--- config.mk ---
export PLATFORM = sky130hd
export DESIGN_NAME = breadboard_sweeper
export DESIGN_NICKNAME = d
export VERILOG_FILES = /design/src/rtl/breadboard_sweeper.sv
export SDC_FILE = /design/constraint.sdc
export NUM_CORES = 1
export LEC_CHECK = 0
export ABC_AREA = 1
export CORE_ASPECT_RATIO = 0.75
export CORE_MARGIN = 2
export CORE_UTILIZATION = 39
export CTS_BUF_LIST = sky130_fd_sc_hd__clkbuf_2 sky130_fd_sc_hd__clkbuf_4 sky130_fd_sc_hd__clkbuf_8
export DETAILED_ROUTE_END_ITERATION = 10
export PLACE_DENSITY = 0.75
export SYNTH_ARGS = -nofsm -noshare
export SYNTH_HDL_FRONTEND = slang
export SYNTH_SLANG_ARGS = --single-unit
export TNS_END_PERCENT = 30
--- constraint.sdc ---
create_clock -name clk -period 1.2 [get_ports clk]
set_input_delay 0.12 -clock clk [delete_from_list [all_inputs] [get_ports clk]]
set_output_delay 0.12 -clock clk [all_outputs]
set_load 0.02 [all_outputs]
--- src/rtl/breadboard_sweeper.sv ---
// breadboard_sweeper: steps the 4-bit stimulus {w,x,y,z} through 0..15.
// Each value is held for a settle time. The breadboard response is then
// captured and streamed out as {idx,data} rows over a valid/ready handshake.
// Optional feature macro: BB_SIGNATURE_EN enables a running 16-bit rotate-xor
// signature of the emitted rows. Without it, sig is tied to zero.
//
// state  | meaning
// IDLE   | waiting for start; stimulus holds its last value
// DRIVE  | stimulus = idx, settle counter running
// SAMPLE | capture resp and idx into the row registers
// EMIT   | row_valid high until the consumer accepts the row
// FIN    | one-cycle done pulse, then back to IDLE
module breadboard_sweeper #(
    parameter int SETTLE_CYCLES = 2,
    parameter int RESP_W        = 10
) (
    input  logic              clk,
    input  logic              rst,
    input  logic              start,
    output logic              w,
    output logic              x,
    output logic              y,
    output logic              z,
    input  logic [RESP_W-1:0] resp,
    output logic              row_valid,
    input  logic              row_ready,
    output logic [3:0]        row_idx,
    output logic [RESP_W-1:0] row_data,
    output logic              busy,
    output logic              done,
    output logic [15:0]       sig
);

    // A settle time of zero would skip DRIVE entirely, so it is clamped to one cycle.
    localparam int SETTLE_EFF = (SETTLE_CYCLES < 1) ? 1 : SETTLE_CYCLES;
    localparam int CNT_W      = (SETTLE_EFF < 2) ? 1 : $clog2(SETTLE_EFF);
    localparam logic [CNT_W-1:0] CNT_LAST = CNT_W'(SETTLE_EFF - 1);

    typedef enum logic [2:0] {
        IDLE   = 3'd0,
        DRIVE  = 3'd1,
        SAMPLE = 3'd2,
        EMIT   = 3'd3,
        FIN    = 3'd4
    } state_t;

    state_t           state;
    state_t           state_next;
    logic [3:0]       idx;
    logic [CNT_W-1:0] cnt;
    logic             handshake;

    assign handshake = (state == EMIT) && row_ready;

    // State register.
    always_ff @(posedge clk or posedge rst) begin
        if (rst) begin
            state <= IDLE;
        end else begin
            state <= state_next;
        end
    end

    // Next-state decode and state-derived outputs.
    always_comb begin
        state_next = state;
        row_valid  = 1'b0;
        busy       = 1'b1;
        done       = 1'b0;
        case (state)
            IDLE: begin
                busy = 1'b0;
                if (start) begin
                    state_next = DRIVE;
                end
            end
            DRIVE: begin
                if (cnt == CNT_LAST) begin
                    state_next = SAMPLE;
                end
            end
            SAMPLE: begin
                state_next = EMIT;
            end
            EMIT: begin
                row_valid = 1'b1;
                if (row_ready) begin
                    state_next = (idx == 4'hF) ? FIN : DRIVE;
                end
            end
            FIN: begin
                done       = 1'b1;
                state_next = IDLE;
            end
            default: begin
                busy       = 1'b0;
                state_next = IDLE;
            end
        endcase
    end

    // Index and settle counter. idx only moves on DRIVE entry, so the stimulus is
    // constant through SAMPLE and EMIT, and it holds 4'hF after the last row.
    always_ff @(posedge clk or posedge rst) begin
        if (rst) begin
            idx <= 4'h0;
            cnt <= '0;
        end else begin
            case (state)
                IDLE: begin
                    if (start) begin
                        idx <= 4'h0;
                        cnt <= '0;
                    end
                end
                DRIVE: begin
                    cnt <= cnt + 1'b1;
                end
                EMIT: begin
                    if (row_ready && (idx != 4'hF)) begin
                        idx <= idx + 4'h1;
                        cnt <= '0;
                    end
                end
                default: begin
                end
            endcase
        end
    end

    // Row capture. The row registers are only written in SAMPLE, so they stay
    // stable for the whole time the row is being offered.
    always_ff @(posedge clk or posedge rst) begin
        if (rst) begin
            row_idx  <= 4'h0;
            row_data <= '0;
        end else if (state == SAMPLE) begin
            row_idx  <= idx;
            row_data <= resp;
        end
    end

    assign {w, x, y, z} = idx;

`ifdef BB_SIGNATURE_EN
    logic [15:0] row_ext;
    assign row_ext = 16'(row_data);

    // Running signature: rotate left by one, then fold in each accepted row.
    always_ff @(posedge clk or posedge rst) begin
        if (rst) begin
            sig <= 16'h0000;
        end else if ((state == IDLE) && start) begin
            sig <= 16'h0000;
        end else if (handshake) begin
            sig <= {sig[14:0], sig[15]} ^ row_ext;
        end
    end
`else
    logic unused_sig;
    assign unused_sig = handshake;
    assign sig        = 16'h0000;
`endif

endmodule
# Word-level counts from Yosys, hierarchy flattened
# Cells that the tools add are included.
[classes] eq_ne=10 n_reduce_logical=8 add_sub_neg=2 muxes=14
[op_table] op="3-bit 2-to-1 mux" count=4
[op_table] op="3-bit one-hot mux with 4 select lines" count=1
[op_table] op="3-bit AND reduction" count=3
[op_table] op="4-bit 2-to-1 mux" count=2
[op_table] op="4-bit one-hot mux with 2 select lines" count=1
[op_table] op="3-bit by 2-bit equality test with 1-bit output (second input constant)" count=2
[op_table] op="2-bit != test (second input constant)" count=3
[op_table] op="1-bit 2-to-1 mux" count=5
[op_table] op="4-bit by 1-bit adder with 4-bit output (second input constant)" count=1
[op_table] op="4-bit equality test (second input constant)" count=1
[op_table] op="4-bit != test (second input constant)" count=1
[op_table] op="4-bit OR reduction" count=1
[op_table] op="3-bit by 1-bit equality test with 1-bit output (second input constant)" count=1
[op_table] op="3-bit equality test (second input constant)" count=1
[op_table] op="3-bit zero test" count=1
[op_table] op="1-bit one-hot mux with 3 select lines" count=1
[op_table] op="3-bit nonzero test" count=1
[op_table] op="2-bit by 1-bit != test with 1-bit output (second input constant)" count=1
[op_table] op="2-bit nonzero test" count=1
[op_table] op="1-bit adder (second input constant)" count=1
[op_table] op="1-bit logical AND" count=1
[totals] inputBits=14 register_bits=22 elab_cells=39 output_inout_bits=37

# Longest topological paths before layout
# Gate-level depths: netlist of run 1.
[logic_depth] ltp_word=4 depth_mapped=7 depth_no_buf=7

# Worst setup path before layout of run 1
# Ideal clock, no wire load.
[synth_path] path_type="register to output" from="register state[2]" to="output port busy" required_time_ps=1080 t_arrival_ps=1319 path_stages_with_launch=4 path_slack_ps=-239 cell_sequence="dfrtp_1 > inv_2 > nor3_1 > nand3b_1"
[synth_via] elab_chain_cells=3 elab_cells_between_ends=6 classes_between="eq/ne (4); mux (1); reduce/logical (1)"
[synth_lines] item="start, declared" line="47" source="state_t state;"
[synth_lines] item="start signal, assigned" line="60" source="state <= state_next;"
[synth_lines] item="3-bit by 2-bit equality test with 1-bit output, or another cell as far along" line="70" source="case (state)"
[synth_lines] item="4-bit OR reduction (no source line) (*)"
[synth_lines] item="1-bit 2-to-1 mux (*)" line="70"
[synth_lines] item="end, declared" line="29" source="output logic busy,"
# Mark *: on every way between the ends. The rest lies on a longest branch, timed or not.

# Worst setup path after layout of run 1
[layout_path] from="register state[0]" to="output port busy"
# The elaborated chain is that of the path after synthesis.

==> flow_metrics.py, run 1 <==
metrics = {
    "clocking": {
        "insertion_delay_ps": 260,
        "path_clk_slew_ps": 80,
        "numCtsBuffers": 3,
        "clockBufferDepth": 2,
        "h-tree-depth": 1,
        "cts_tree": "yes",
        "clkSinkCount": 22,
        "cts-root-buf": "clkbuf_8",
    },
    "synth": {
        "synth_most_common_cell": "dfrtp_1",
        "synthFlopType": "dfrtp_1",
        "synthCells": 114,
        "synth_area_um2": 1192,
        "ys_top_cells_by_count": "dfrtp_1 (22), nand2_1 (20), buf_4 (16)",
        "synth.distinct_cells": 26,
        "seq_area_frac_synth_pct": 46.17,
        "synth_top_area_share_pct": 46.17,
        "synth-edff-count": 0,
        "avgSynthCellArea_um2": 10.46,
        "yosysWarningCount": 0,
        "synth.ff_latch_count": 22,
        "async_flop_share_pct": 100.0,
        "synth_top_area_cell": "dfrtp_1",
        "synthTopCellsByArea": "dfrtp_1 (46%), mux2_4 (11%), buf_4 (10%), nand2_1 (6.3%), mux2_2 (4.7%)",
    },
    "route": {
        "routedWlPerCell_um": 12.27,
        "dr.pass1.iters": 4,
        "viasPerCell": 4.550,
        "drtIter0Drc": 55,
        "vias": 951,
        "ant_nets": 0,
        "wirelength_um": 2564,
        "drc": 0,
    },
    "sta": {
        "post-route-min-period_ps": 1399,
        "skew_ps": 6.935,
        "clock.fmax_mhz": 715.0,
        "hold_viol": 0,
        "rsz0062_at_grt": "true",
        "finalSetupViolations": 25,
        "drv_slew": 0,
        "finalCritPeriodShare_pct": 116.6,
        "fin_ws_ps": -198.7,
        "timing.setup.tns_ps": -3335,
    },
    "placement": {
        "dp_hpwl_um": 1901,
        "io_buffers": 34,
        "placed_cells": 201,
        "gp_congestion": 0.7424,
        "post-place-ws_ps": -351.9,
    },
    "global_routing": {
        "antenna_found_initial": 0,
        "grt_pass1_vias": 911,
        "grt-ovfl-total": 0,
        "busiest_layer": "met2",
        "grt_max_degree": 23,
        "grt_util_met2_pct": 28.10,
        "global_route.usage.met3_pct": 3.030,
        "gr-usage-all-layers_pct": 15.53,
        "use_met1_pct": 18.16,
        "grt_first_pass_wirelength_um": 4057,
    },
    "flow_run": {
        "maxCapViolations": 0,
    },
    "floorplan": {
        "ioPinCount": 51,
        "fp.dieW_um": 67.85,
        "dieArea_um2": 3520,
        "num_rows": 17,
        "core_um2": 2935,
        "initial_core_util_pct": 40.62,
        "fp.dieH_um": 51.89,
    },
    "power_and_ir_drop": {
        "cellPowerDensity_nw_per_um2": 2376,
        "power_mw": 4.266,
        "ir_drop_uv": 1046,
        "p_leak_nw": 0.9751,
    },
    "setup_path": {
        "cp.required_ps": 1080,
        "crit_type": "flip-flop to output pin",
        "start_kind": "flip-flop",
        "cp_data_arrival_time_ps": 1280,
        "endpoint_kind": "output pin",
        "path_max_fanout": 6,
    },
    "finish": {
        "final_cells": 209,
        "layout.nets": 187,
        "drive_above_1_share_pct": 38.01,
        "n_fill_cell": 230,
        "areaGrowthSynthToFinish_pct": 50.58,
        "antenna_cells": 0,
    },
    "worst_hold_path": {
        "hold_path_class": "primary input to async pin",
    },
    "status": {
        "violations": "setup timing",
        "status": "complete, but fails checks",
    },
}
state kept, by name, indices dropped and copies added, names as in the netlist:
register / count
row_data: 10
idx: 4
row_idx: 4
state: 3
cnt: 1
cell families (layout without fill, tap and decap cells):
logic type               count (synthesis)  after routing  share of synthesized area [%]
XOR/XNOR                                 2              2                          1.469
AO/OA/AOI/OAI                            4              4                          1.993
AND/OR/NAND/NOR                         41             41                          18.15
flip-flops                              22             22                          46.17
other                                    1             16                         0.3145
adder cells (fa/ha/maj)                  1              1                          1.049
multiplexers                            14             14                          16.05
buffers and inverters                   29             71                          14.80
worst max-delay path, cell delays in order (launching register included):
cell and delay [ps]:
dfrtp_2 470, nor2_4 160, nand2_4 70, nand2_2 70
inv_2 40, nand3b_1 90, buf_6 120
cell usage in the layout (no fill, tap or decap):
cell type        synthesis  final
nand3_4                  0      2
dfrtp_2                  0      4
ha_4                     0      1
o21a_1                   1      1
inv_1                   10      9
nand3_2                  1      2
buf_6                    1      4
clkbuf_8                 0      3
xor2_1                   2      2
or2_1                    0      1
nor2_4                   2      2
conb_1                   1     16
mux2_4                   9      9
nand3b_1                 1      1
o21ai_0                  1      1
nor3_4                   0      1
bufinv_16                0      1
nor2_1                   2      2
mux2_2                   5      5
nand4_1                  4      4
a21oi_1                  1      1
nand2_2                  1      5
buf_4                   16     20
a31oi_1                  1      1
nand2_4                  1      2
clkdlybuf4s50_1          0     13
nand3_1                  6      3
dfrtp_1                 22     18
nand2_1                 20     15
nor3_2                   1      1
inv_2                    2      3
dlygate4sd2_1            0     18
timing repair:
item,4_1_cts,5_1_grt
buffers inserted,1,3
hold buffers,0,0
pin swaps,4,2
gates resized for setup,44,6
setup endpoints to repair,43,25
power breakdown:
| part | total, mW | leakage, nW | internal [mW] | switching (mW) |
|---|---|---|---|---|
| Combinational | 2.35 | 0.669 | 1.16 | 1.19 |
| Sequential | 1.24 | 0.270 | 1.03 | 0.212 |
| Clock | 0.674 | 0.0357 | 0.445 | 0.229 |
| Total | 4.27 | 0.975 | 2.63 | 1.63 |
worst paths after layout:
| path | from | to | slack, ps | depth (start not counted) |
|---|---|---|---|---|
| setup / recovery | state[0] | busy | -200 | 6 |
| hold / removal | rst | row_data[7] | 200 | 3 |
| setup reg to reg | state[0] | cnt | -150 | 9 |
| hold reg to reg | row_idx[0] | row_idx[0] | 510 | 1 |
| max in group asynchronous | rst | state[0] | 760 | 3 |
| min in group clk | resp[1] | row_data[1] | 470 | 2 |
stage by stage:
stage,area [um2],hold WS [ps],util [%]
after global placement,1662,457.1,56.61
after detailed placement,1662,474.7,56.61
after floorplan,1277,109.0,-
after CTS,1752,199.4,59.68
final,1795,196.4,61.17
after global routing,1795,211.0,61.17
cell type report:
class	count	area (um2)	area share, %
timing repair buffer	55	483.0	26.90
clock buffer	3	41.29	2.300
multi-input combinational	78	593.1	33.03
tap	38	47.55	2.648
sequential	22	555.5	30.94
clock inverter	1	30.03	1.672
inverter	12	45.04	2.509
per-layer routing:
metal  wire (um)  vias to the layer above
li1            -                      455
met1        1034                      459
met2        1331                       33
met3         152                        4
met4          46                        0
met5           0                        -
Power figures use the tool's default switching activity.
==> run 2, diff against run 1 <==
--- a/config.mk
+++ b/config.mk
@@ -8,10 +8,11 @@
 export ABC_AREA = 1
 export CORE_ASPECT_RATIO = 0.75
 export CORE_MARGIN = 2
-export CORE_UTILIZATION = 39
+export CORE_UTILIZATION = 47
 export CTS_BUF_LIST = sky130_fd_sc_hd__clkbuf_2 sky130_fd_sc_hd__clkbuf_4 sky130_fd_sc_hd__clkbuf_8
 export DETAILED_ROUTE_END_ITERATION = 10
-export PLACE_DENSITY = 0.75
+export PLACE_DENSITY = 0.85
+export SKIP_CTS_REPAIR_TIMING = 1
 export SYNTH_ARGS = -nofsm -noshare
 export SYNTH_HDL_FRONTEND = slang
 export SYNTH_SLANG_ARGS = --single-unit
==> constraint.sdc (replaced) <==
create_clock -name clk -period 1.7 [get_ports clk]
set_input_delay 0.17 -clock clk [delete_from_list [all_inputs] [get_ports clk]]
set_output_delay 0.17 -clock clk [all_outputs]
set_load 0.02 [all_outputs]
==> flow_metrics.py, run 2 (synthesized netlist as in run 1, its figures left out) <==
metrics = {
    "sta": {
        "drv_slew": 0,
        "post-route-min-period_ps": 1604,
        "rsz0062_at_grt": "false",
        "hold_viol": 0,
        "finalSetupViolations": 0,
        "hold_slack_ps": 184.1,
        "finalCritPeriodShare_pct": 94.38,
        "timing.setup.tns_ps": 0,
        "clock.fmax_mhz": 623.3,
        "skew_ps": 10.56,
    },
    "floorplan": {
        "fp.dieW_um": 62.16,
        "initial_core_util_pct": 50.83,
        "ioPinCount": 51,
        "dieArea_um2": 2960,
        "core_um2": 2346,
        "num_rows": 15,
        "fp.dieH_um": 47.62,
    },
    "clocking": {
        "numCtsBuffers": 3,
        "path_clk_slew_ps": 120,
        "insertion_delay_ps": 310,
        "clkSinkCount": 22,
        "clockBufferDepth": 2,
        "cts-root-buf": "clkbuf_4",
        "h-tree-depth": 1,
        "cts_tree": "yes",
    },
    "flow_run": {
        "maxCapViolations": 0,
    },
    "finish": {
        "antenna_cells": 0,
        "final_cells": 187,
        "areaGrowthSynthToFinish_pct": 33.05,
        "layout.nets": 169,
        "largest_register_ffs": 10,
        "final_common_cell": "clkdlybuf4s50_1",
        "drive_above_1_share_pct": 20.92,
        "top_regs": "row_data: 10 flops, idx: 4 flops, row_idx: 4 flops",
        "regMostFlops": "row_data",
        "final_cell_mix": "clkdlybuf4s50_1 (31), nand2_1 (20), dfrtp_1 (19)",
    },
    "setup_path": {
        "crit_buf_inv": 2,
        "rr_worst_depth": 7,
        "r2r_slack_ps": 280,
        "crit_type": "flip-flop to output pin",
        "slowest_stage": "dfrtp_2",
        "path_cells": "nor2_4 > nand2_4 > nand2_1 > inv_1 > nand3b_1 > dlymetal6s2s_1",
        "worstReg2RegEnd": "idx[3]",
        "endpoint_kind": "output pin",
        "cp.required_ps": 1530,
        "cp_data_arrival_time_ps": 1430,
        "timing.rr.start": "idx[1]",
        "start_kind": "flip-flop",
        "path_max_fanout": 4,
        "crit_family": "flip-flops",
        "slowest_delay_ps": 470,
    },
    "route": {
        "routedWlPerCell_um": 12.53,
        "drtIter0Drc": 16,
        "wirelength_um": 2343,
        "vias": 864,
        "ant_nets": 0,
        "dr.pass1.iters": 4,
        "viasPerCell": 4.620,
        "drc": 0,
    },
    "global_routing": {
        "grt_first_pass_wirelength_um": 4071,
        "gr-usage-all-layers_pct": 18.12,
        "grt_max_degree": 23,
        "grt-ovfl-total": 0,
        "antenna_found_initial": 0,
        "grt_pass1_vias": 863,
    },
    "placement": {
        "io_buffers": 34,
        "dp_hpwl_um": 1831,
        "placed_cells": 183,
        "gp_congestion": 0.9754,
    },
    "power_and_ir_drop": {
        "cellPowerDensity_nw_per_um2": 1702,
        "p_leak_nw": 0.8466,
        "ir_drop_uv": 1070,
        "power_mw": 2.700,
    },
    "status": {
        "status": "complete, no violations",
    },
    "worst_hold_path": {
        "hold_path_class": "primary input to async pin",
    },
}
## run 2: cell count changes in the layout (fill, tap and decap cells not counted), sizes merged
| cell | change |
|---|---|
| buf | -21 |
| dlygate4sd2 | -18 |
| clkdlybuf4s50 | +18 |
| dlymetal6s2s | +3 |
## run 2: per-stage QoR
stage                     cell area [um2]  setup WS, ps  utilization, %
after floorplan                      1249         210.7               -
after global placement               1523         116.3           64.91
after detailed placement             1523         41.86           64.91
after CTS                            1575        -314.0           67.15
after global routing                 1587         23.72           67.63
final                                1587         95.56           67.63
## run 2: how the worst max path moves through the flow
stage / from / endpoint / slack [ps] / depth (start not counted)
floorplan: state[2] / busy / 210 / 3
global placement: state[2] / busy / 120 / 6
detailed placement: state[2] / busy / 40 / 6
CTS: state[2] / busy / -310 / 6
global route: state[2] / busy / 20 / 6
finish: state[2] / busy / 100 / 6
## run 2: per-layer routing
layer | GRT usage (%) | up-vias | wire, um
li1 | - | 418 | -
met3 | 4.706 | 2 | 120
met4 | 5.333 | 0 | 21
met1 | 20.74 | 413 | 1018
met2 | 35.43 | 31 | 1183
met5 | 0 | - | 0
## run 2: cell type report
type	count	area, um2
clock buffers	3	22.52
clock inverters	1	30.03
multi-input cells	78	521.8
flip-flops and latches	22	554.3
repair buffers	37	370.4
fillers	189	759.5
inverters	12	45.04
well taps	34	42.54
## run 2: power by group
group          internal [mW]  switching, mW  leakage (nW)
combinational          0.711          0.717         0.547
clock                  0.238          0.155        0.0279
sequential             0.721          0.156         0.272
total                   1.67           1.03         0.847
## run 2: worst reg2reg max path, delay by kind of cell (launching register included)
family	cells	cell delay [ps]
adder cells (fa/ha/maj)	1	250
flip-flops	1	460
AND/OR/NAND/NOR	6	630
==> run 3, diff against run 2 <==
--- a/config.mk
+++ b/config.mk
@@ -10,6 +10,7 @@
 export CORE_MARGIN = 2
 export CORE_UTILIZATION = 47
 export CTS_BUF_LIST = sky130_fd_sc_hd__clkbuf_2 sky130_fd_sc_hd__clkbuf_4 sky130_fd_sc_hd__clkbuf_8
+export CTS_CLUSTER_DIAMETER = 200
 export DETAILED_ROUTE_END_ITERATION = 10
 export PLACE_DENSITY = 0.85
 export SKIP_CTS_REPAIR_TIMING = 1
==> results of run 3 <==
The final DEF is identical to that of run 2; final timing and power are the same.
